[src/rtl/wb_regfile_writer_if.sv]
// rtl/wb_regfile_writer_if.sv - MEM-to-writeback request handshake bundle
interface wb_regfile_writer_if;
  logic        in_valid;
  logic        in_ready;
  logic        in_RegWrite;
  logic [4:0]  in_Write_register;
  logic [1:0]  in_MemtoReg;
  logic [2:0]  in_LoadType;
  logic [31:0] in_ALU_out;
  logic [31:0] in_Mem_data;
  logic [31:0] in_PC_plus4;

  // MEM stage side: offers requests and watches in_ready
  modport master (
    output in_valid, in_RegWrite, in_Write_register, in_MemtoReg,
           in_LoadType, in_ALU_out, in_Mem_data, in_PC_plus4,
    input  in_ready
  );

  // Writeback side: accepts requests
  modport slave (
    input  in_valid, in_RegWrite, in_Write_register, in_MemtoReg,
           in_LoadType, in_ALU_out, in_Mem_data, in_PC_plus4,
    output in_ready
  );
endinterface

[src/rtl/wb_regfile_writer.sv]
// rtl/wb_regfile_writer.sv - writeback value select, load extension and 2-entry write FIFO
module wb_regfile_writer #(
  parameter int DATA_W = 32,
  parameter int ADDR_W = 5,
  parameter int DEPTH  = 2
) (
  input  logic              clk,
  input  logic              reset,
  wb_regfile_writer_if.slave req,
  input  logic              rf_hold,
  output logic              RegWrite,
  output logic [ADDR_W-1:0] Write_register,
  output logic [DATA_W-1:0] Write_data,
  output logic              pending
);

  logic [1:0]        count;
  logic [ADDR_W-1:0] q_reg  [0:1];
  logic [DATA_W-1:0] q_data [0:1];

  logic              xfer;
  logic              keep;
  logic [7:0]        ld_byte;
  logic [15:0]       ld_half;
  logic [DATA_W-1:0] ld_val;
  logic [DATA_W-1:0] new_data;

  // in_ready depends on registered occupancy only
  assign req.in_ready = (count < 2'(DEPTH));
  assign xfer         = req.in_valid && req.in_ready;
  // Requests that write nothing (or target $0) are swallowed at acceptance
  assign keep         = xfer && req.in_RegWrite && (req.in_Write_register != '0);
  assign pending      = (count != 2'd0) || RegWrite;

  // Resolve the final write value at acceptance so the FIFO holds ready-to-write data
  always_comb begin
    ld_byte  = req.in_Mem_data[7:0];
    ld_half  = req.in_ALU_out[1] ? req.in_Mem_data[31:16] : req.in_Mem_data[15:0];
    ld_val   = req.in_Mem_data;
    new_data = req.in_ALU_out;
    case (req.in_ALU_out[1:0])
      2'd0:    ld_byte = req.in_Mem_data[7:0];
      2'd1:    ld_byte = req.in_Mem_data[15:8];
      2'd2:    ld_byte = req.in_Mem_data[23:16];
      default: ld_byte = req.in_Mem_data[31:24];
    endcase
    case (req.in_LoadType)
      3'b001:  ld_val = {{24{ld_byte[7]}}, ld_byte};
      3'b010:  ld_val = {24'd0, ld_byte};
      3'b011:  ld_val = {{16{ld_half[15]}}, ld_half};
      3'b100:  ld_val = {16'd0, ld_half};
      default: ld_val = req.in_Mem_data;
    endcase
    case (req.in_MemtoReg)
      2'b01:   new_data = ld_val;
      2'b10:   new_data = req.in_PC_plus4;
      default: new_data = req.in_ALU_out;
    endcase
  end

  // Output register and FIFO: pop head when the port is free, bypass when empty,
  // and always leave index/data zero on a bubble since the register file forwards them
  always_ff @(posedge clk or posedge reset) begin
    if (reset) begin
      count          <= 2'd0;
      RegWrite       <= 1'b0;
      Write_register <= '0;
      Write_data     <= '0;
      q_reg[0]       <= '0;
      q_reg[1]       <= '0;
      q_data[0]      <= '0;
      q_data[1]      <= '0;
    end else if (!rf_hold) begin
      if (count != 2'd0) begin
        RegWrite       <= 1'b1;
        Write_register <= q_reg[0];
        Write_data     <= q_data[0];
        q_reg[0]       <= q_reg[1];
        q_data[0]      <= q_data[1];
        if (keep) begin
          if (count == 2'd1) begin
            q_reg[0]  <= req.in_Write_register;
            q_data[0] <= new_data;
          end else begin
            q_reg[1]  <= req.in_Write_register;
            q_data[1] <= new_data;
          end
        end else begin
          count <= count - 2'd1;
        end
      end else if (keep) begin
        RegWrite       <= 1'b1;
        Write_register <= req.in_Write_register;
        Write_data     <= new_data;
      end else begin
        RegWrite       <= 1'b0;
        Write_register <= '0;
        Write_data     <= '0;
      end
    end else begin
      RegWrite       <= 1'b0;
      Write_register <= '0;
      Write_data     <= '0;
      if (keep) begin
        if (count == 2'd0) begin
          q_reg[0]  <= req.in_Write_register;
          q_data[0] <= new_data;
        end else begin
          q_reg[1]  <= req.in_Write_register;
          q_data[1] <= new_data;
        end
        count <= count + 2'd1;
      end
    end
  end

endmodule
[src/flat_wrapper.sv]
// flat-port wrapper written by rule: the top's interface ports become plain ports
module wb_regfile_writer_flat 
#(
  parameter int DATA_W = 32,
  parameter int ADDR_W = 5,
  parameter int DEPTH  = 2
)
  (clk, reset, rf_hold, RegWrite, Write_register, Write_data, pending, req_in_valid, req_in_RegWrite, req_in_Write_register, req_in_MemtoReg, req_in_LoadType, req_in_ALU_out, req_in_Mem_data, req_in_PC_plus4, req_in_ready);
  wb_regfile_writer_if req_i ();
  input  logic clk;
  input  logic reset;
  input  logic rf_hold;
  output logic RegWrite;
  output logic [ADDR_W-1:0] Write_register;
  output logic [DATA_W-1:0] Write_data;
  output logic pending;
  input wire logic [$bits(req_i.in_valid)-1:0] req_in_valid;
  input wire logic [$bits(req_i.in_RegWrite)-1:0] req_in_RegWrite;
  input wire logic [$bits(req_i.in_Write_register)-1:0] req_in_Write_register;
  input wire logic [$bits(req_i.in_MemtoReg)-1:0] req_in_MemtoReg;
  input wire logic [$bits(req_i.in_LoadType)-1:0] req_in_LoadType;
  input wire logic [$bits(req_i.in_ALU_out)-1:0] req_in_ALU_out;
  input wire logic [$bits(req_i.in_Mem_data)-1:0] req_in_Mem_data;
  input wire logic [$bits(req_i.in_PC_plus4)-1:0] req_in_PC_plus4;
  output wire logic [$bits(req_i.in_ready)-1:0] req_in_ready;
  assign req_i.in_valid = req_in_valid;
  assign req_i.in_RegWrite = req_in_RegWrite;
  assign req_i.in_Write_register = req_in_Write_register;
  assign req_i.in_MemtoReg = req_in_MemtoReg;
  assign req_i.in_LoadType = req_in_LoadType;
  assign req_i.in_ALU_out = req_in_ALU_out;
  assign req_i.in_Mem_data = req_in_Mem_data;
  assign req_i.in_PC_plus4 = req_in_PC_plus4;
  assign req_in_ready = req_i.in_ready;
  wb_regfile_writer #(.DATA_W(DATA_W), .ADDR_W(ADDR_W), .DEPTH(DEPTH)) u_core (.clk(clk), .reset(reset), .req(req_i), .rf_hold(rf_hold), .RegWrite(RegWrite), .Write_register(Write_register), .Write_data(Write_data), .pending(pending));
endmodule
[config.mk]
export PLATFORM = sky130hd
export DESIGN_NAME = wb_regfile_writer_flat
export DESIGN_NICKNAME = d
export VERILOG_FILES = /design/src/rtl/wb_regfile_writer_if.sv /design/src/rtl/wb_regfile_writer.sv /design/src/flat_wrapper.sv
export SDC_FILE = /design/constraint.sdc
export NUM_CORES = 1
export LEC_CHECK = 0
export BUFFER_PORTS_ARGS = -buffer_cell sky130_fd_sc_hd__buf_4
export CAP_MARGIN = 20
export CORE_ASPECT_RATIO = 1.4
export CORE_MARGIN = 3
export CORE_UTILIZATION = 30
export CTS_CLUSTER_DIAMETER = 200
export CTS_CLUSTER_SIZE = 8
export DETAILED_ROUTE_END_ITERATION = 12
export PLACE_DENSITY = 0.51
export SETUP_SLACK_MARGIN = 0.2
export SYNTH_ARGS = -nofsm -noshare
export SYNTH_HDL_FRONTEND = slang
export SYNTH_SLANG_ARGS = --single-unit
[constraint.sdc]
create_clock -name clk -period 10.9 [get_ports clk]
set_clock_uncertainty 0.1 [all_clocks]
set_input_delay 1.09 -clock clk [delete_from_list [all_inputs] [get_ports clk]]
set_output_delay 1.09 -clock clk [all_outputs]
set_load 0.05 [all_outputs]
=== After elaboration in Yosys (flattened, before gate mapping) ===
Index checks and enable logic that the tools add are counted.

* Logic and storage cells: 70
* Output and inout port bits: 40
* Register bits: 114
* Input port bits: 111

* Eq/ne operators: 14
* Order comparisons: 1
* Muxes and demuxes: 33
* Reductions and logical operators: 12
* $add $sub $neg: 2

{| class="wikitable"
|+ Operators with widths
! operator !! number
|-
| $mux 64 || 4
|-
| $mux 32 || 7
|-
| $pmux 32 s4 || 1
|-
| $pmux 32 s2 || 1
|-
| $mux 10 || 4
|-
| $mux 5 || 7
|-
| $pmux 8 s3 || 1
|-
| $mux 16 || 1
|-
| $mux 2 || 4
|-
| $eq 2x1->1 const B || 3
|-
| $eq 3x2->1 const B || 2
|-
| $ne 2x2->1 const B || 3
|-
| $reduce_and 3->1 || 2
|-
| $reduce_bool 5->1 || 1
|-
| $eq 2x2->1 const B || 2
|-
| $logic_not 2->1 || 2
|-
| $ne 2x1->1 const B || 2
|-
| $reduce_and 4->1 || 1
|-
| $reduce_bool 2->1 || 2
|-
| $eq 3x1->1 const B || 1
|-
| $eq 3x3->1 const B || 1
|-
| $logic_and 1x1->1 || 3
|-
| $mux 1 || 3
|-
| $add 2x1->2 const B || 1
|-
| other kinds (3) || 3
|}

=== Logic depth before layout (Yosys ltp) ===
* Word-level depth: 8
* Depth in mapped cells: 10
* Gate-level depth less buffers: 9

=== Worst setup path after synthesis ===
OpenSTA, ideal clock, no wires.

* Path kind: input port to flip-flop
* Start point: input port req_in_Write_register[1]
* End point: register u_core.q_data[46] in the netlist's numbering
* Cell stages on the path: 10
* Data arrival time: 3,076 ps
* Slack: 7,645 ps
* Path buffers: 2
* Library setup time: 80 ps
* Required time: 10,720 ps
* Cells stage by stage: or3_1 > or3_1 > and2_1 > inv_1 > ha_1 > a21o_1 > clkbuf_1 > clkbuf_1 > nand2_1 > a2bb2oi_1

* Cells in the longest elaborated chain, start to end: 5
* Elaborated cells on any way between the ends: 7
* Classes of those cells: eq/ne: 1; mux: 3; reduce/logical: 3

{| class="wikitable"
|+ RTL lines
! item !! line !! text
|-
| start, declared || flat_wrapper.sv:19 || <nowiki>input wire logic [$bits(req_i.in_Write_register)-1:0] req_in_Write_register;</nowiki>
|-
| $reduce_bool 5->1 (*) || wb_regfile_writer.sv:32 || <nowiki>assign keep = xfer && req.in_RegWrite && (req.in_Write_register != '0);</nowiki>
|-
| $logic_and 1x1->1 (*) || wb_regfile_writer.sv:32 ||
|-
| $mux 64 || wb_regfile_writer.sv:80 || <nowiki>if (keep) begin</nowiki>
|-
| $mux 64 || wb_regfile_writer.sv:74 || <nowiki>if (count != 2'd0) begin</nowiki>
|-
| $mux 64 || wb_regfile_writer.sv:73 || <nowiki>end else if (!rf_hold) begin</nowiki>
|-
| end, declared || wb_regfile_writer.sv:19 || <nowiki>logic [DATA_W-1:0] q_data [0:1];</nowiki>
|}

Every way passes the cells marked *; elsewhere a longest branch is shown, timed or not. The select of a mux whose other input is x is not followed.
A chain may end at the register's enable or synchronous reset.

=== Worst setup path in the final report ===
* Start point: input port req_in_MemtoReg[0]
* End point: register u_core.q_data[19] in the netlist's numbering

* Cells in the longest elaborated chain, start to end: 6
* Elaborated cells on any way between the ends: 9
* Classes of those cells: eq/ne: 2; mux: 7

{| class="wikitable"
|+ RTL lines
! item !! line !! text
|-
| start, declared || flat_wrapper.sv:20 || <nowiki>input wire logic [$bits(req_i.in_MemtoReg)-1:0] req_in_MemtoReg;</nowiki>
|-
| $eq 2x2->1 / $eq 2x1->1 (equally long branches) || wb_regfile_writer.sv:54 || <nowiki>case (req.in_MemtoReg)</nowiki>
|-
| $pmux 32 s2 (*) || wb_regfile_writer.sv:54 ||
|-
| $mux 32 || wb_regfile_writer.sv:81 || <nowiki>if (count == 2'd1) begin</nowiki>
|-
| $mux 64 || wb_regfile_writer.sv:80 ||
|-
| $mux 64 || wb_regfile_writer.sv:74 ||
|-
| $mux 64 (*) || wb_regfile_writer.sv:73 ||
|}

Marked as above.

==> flow_metrics.py <==
metrics = {
    "run_status": {
        "outcome": "complete, no violations",
    },
    "grt": {
        "overflow": 0,
        "antenna_found_initial": 1,
        "grt_pass1_vias": 6147,
        "grt_use_total_pct": 19.1,
        "grt_pass1_wl_um": 34600,
        "grt_max_degree": 67,
    },
    "detailed_routing": {
        "route.vias.total": 6179,
        "drt-total-wl_um": 22500,
        "viasPerCell": 5.29,
        "wl_per_cell_um": 19.3,
        "drtIter0Drc": 366,
        "drc_errors": 0,
        "postRouteAntennaNets": 0,
        "drt_pass1_iterations": 5,
    },
    "sta": {
        "max_slew_margin_pct": 37.8,
        "fin_tns_setup_ps": 0,
        "slew_viol_final": 0,
        "finalHoldViolations": 0,
        "setup_viol": 0,
        "fin_crit_sh_pct": 29.6,
        "min_period_ps": 3220,
        "fmax_mhz": 310,
        "rsz0062_at_grt": "no",
        "worst_slew_pin_slew_ps": 933,
    },
    "yosys": {
        "synth_ff_type": "dfrtp_1",
        "netlist_instances": 784,
        "ys_ff_latch": 114,
        "synth_warnings": 0,
        "syn_nets": 901,
        "synth-edff-count": 0,
        "yosysSeqAreaShare_pct": 43.6,
        "yosysTopAreaCell": "dfrtp_1",
        "yosysTopAreaCellShare_pct": 43.6,
        "netlist_top_cells_area": "dfrtp_1 (44%), nand2_1 (8.6%), o21ai_0 (8.5%), a21oi_1 (5.7%), a211oi_1 (3.2%)",
        "postSynthAreaPerCell_um2": 8.34,
        "syn-cell-area_um2": 6540,
        "async_flop_share_pct": 100,
        "ys_types": 52,
    },
    "cells_and_area": {
        "drive_above_1_share_pct": 25.2,
        "largest_reg_flops": 64,
        "final_nets": 1011,
        "syn2layout_area_growth_pct": 27.7,
        "fin_util_pct": 39.2,
    },
    "worst_setup_path": {
        "cp_data_required_time_ps": 11130,
        "critical_path_class": "in2reg",
        "worstPathMaxFanout": 65,
        "cp-end-kind": "register",
        "critPathArrivalTime_ps": 3460,
        "slowest_stage": "a211oi_1",
        "critPathTopFamily": "buffers and inverters",
        "critPathLaunchType": "input pin",
        "crit_chain": "buf_4 -> inv_1 -> ha_2 -> buf_4 -> inv_2 -> nand2_1 -> a211oi_1 -> nor2_1 -> o21ai_0",
        "path_common_cell": "buf_4",
        "critical-path-max-stage-delay_ps": 540,
        "path_buf_inv": 4,
    },
    "pwr": {
        "p_comb_share_pct": 36.7,
        "p_clk_share_pct": 28.6,
        "power_switching_uw": 772,
        "p_leak_uw": 0.00365,
        "internal_power_uw": 1230,
        "powerDensity_nw_per_um2": 240,
        "vdd_drop_max_uv": 119,
        "finalPower_uw": 2000,
        "power_frac_seq_pct": 34.6,
        "sw_frac_of_total_pct": 38.5,
    },
    "floorplanning": {
        "io_pins": 151,
        "die_w_um": 131,
        "die_height_um": 181,
        "die_area_um2": 23600,
        "core_um2": 21300,
        "start_util_pct": 30.7,
        "row_count": 63,
    },
    "placed_design": {
        "port_buffers": 150,
        "gp_congestion": 0.812,
        "hpwl_um": 15800,
    },
    "run": {
        "max-cap-violations": 0,
    },
    "clock_network": {
        "clk_pin_slew_ps": 60,
        "cts.sinks": 114,
        "cts_setup_buffers": 0,
        "clkLatencyLatePin_ps": 420,
        "post_cts_resized": 0,
        "cts_max_level": 4,
        "tritoncts": "yes",
        "cts_root_buffer": "clkbuf_16",
        "cts_hold_buf": 0,
        "clock_path_buffers": 2,
        "cts_buffers": 17,
    },
    "min_path": {
        "min_path_type": "reg2reg",
    },
}
-- power groups by stage --
stage                     sequential, uW  combinational, uW  clock [uW]
after floorplan                      834                369           0
after global placement               698                736           0
after detailed placement             699                745           0
after CTS                            694                745         587
after global routing                 713                810         602
final                                693                735         573
-- tightest hold or removal path: stages, from the launching register on --
cell     delay, ps
dfrtp_1        340
nand2_1         40
o21ai_0         60
-- stage by stage --
| stage | setup WS (ps) | hold slack (ps) | instance area, um2 | cells |
|---|---|---|---|---|
| finish | 7680 | 374 | 8350 | 1167 |
| floorplan | 6690 | 345 | 6540 | 784 |
| global placement | 7320 | 359 | 7740 | 1135 |
| CTS | 7700 | 377 | 8350 | 1166 |
| detailed placement | 7260 | 366 | 7740 | 1135 |
| global route | 7510 | 395 | 8350 | 1167 |
-- layout make-up --
| cell class | instances | area [um2] |
|---|---|---|
| Clock buffer | 21 | 470 |
| Timing Repair Buffer | 156 | 1170 |
| Clock inverter | 10 | 133 |
| Antenna cell | 1 | 2.50 |
| Fill cell | 2212 | 12900 |
| Multi-Input combinational cell | 595 | 3360 |
| Inverter | 10 | 40.0 |
| Sequential cell | 114 | 2850 |
| Tap cell | 260 | 325 |
-- cell usage after synthesis, types with 2 or more instances --
master and number:
mux2_2 2, buf_6 6, o21ai_1 31, dfrtp_1 114
a221oi_1 7, nor2_1 33, a22o_1 3, buf_2 11
buf_1 4, nor3_1 30, nor2b_1 2, a21o_1 2
ha_1 6, nand2b_1 18, o21ai_2 4, a211oi_1 28
inv_1 9, buf_4 5, or3b_2 2, o21ai_0 111
nand2_1 150, nand3_1 12, and2_1 15, clkbuf_1 38
a211oi_2 5, nor4_1 7, mux4_2 8, a21oi_1 75
o221a_2 7, o41ai_1 8, or3_1 3, a31oi_1 6
or2_2 2, nor3b_2 2
-- worst paths after layout --
check	from	to	slack, ps	cells past startpoint
worst max-delay path	req_in_MemtoReg[0]	u_core.q_data[19]	7680	9
worst min-delay path	u_core.q_data[20]	u_core.q_data[20]	370	2
worst max register to register	u_core.count[1]	u_core.q_data[45]	8060	5
worst min register to register	u_core.q_data[20]	u_core.q_data[20]	370	2
max in group asynchronous	reset	u_core.q_data[51]	8730	3
min in group asynchronous	reset	u_core.Write_data[1]	670	2
-- cell families after synthesis --
kind of cell / after synthesis / share of synthesized area [%]
xor+xnor: 1 / 0.134
mux: 11 / 3.25
compound gates: 293 / 26.5
simple gates: 284 / 19.8
buf+inv: 75 / 5.51
flops: 114 / 43.6
fa+ha+maj: 6 / 1.15
-- placed cells by master (no fill, tap or decap), drive strengths merged, types with 18 or more instances in the layout --
cell / n
nor2: 33
nand2b: 18
clkbuf: 21
o21ai: 146
nor3: 30
buf: 156
a211oi: 33
dfrtp: 114
nand2: 151
a21oi: 76
-- routing by layer --
metal  part of all wire [%]  vias up  GRT usage, %  wire, um
li1                       -     3018             -         -
met1                     43     2934          24.8      9630
met5                      0        -             0         0
met3                    5.3       34          4.32      1180
met2                     49      193          31.0     11000
met4                    2.8        0          7.04       640
Power figures use the tool's default switching activity.
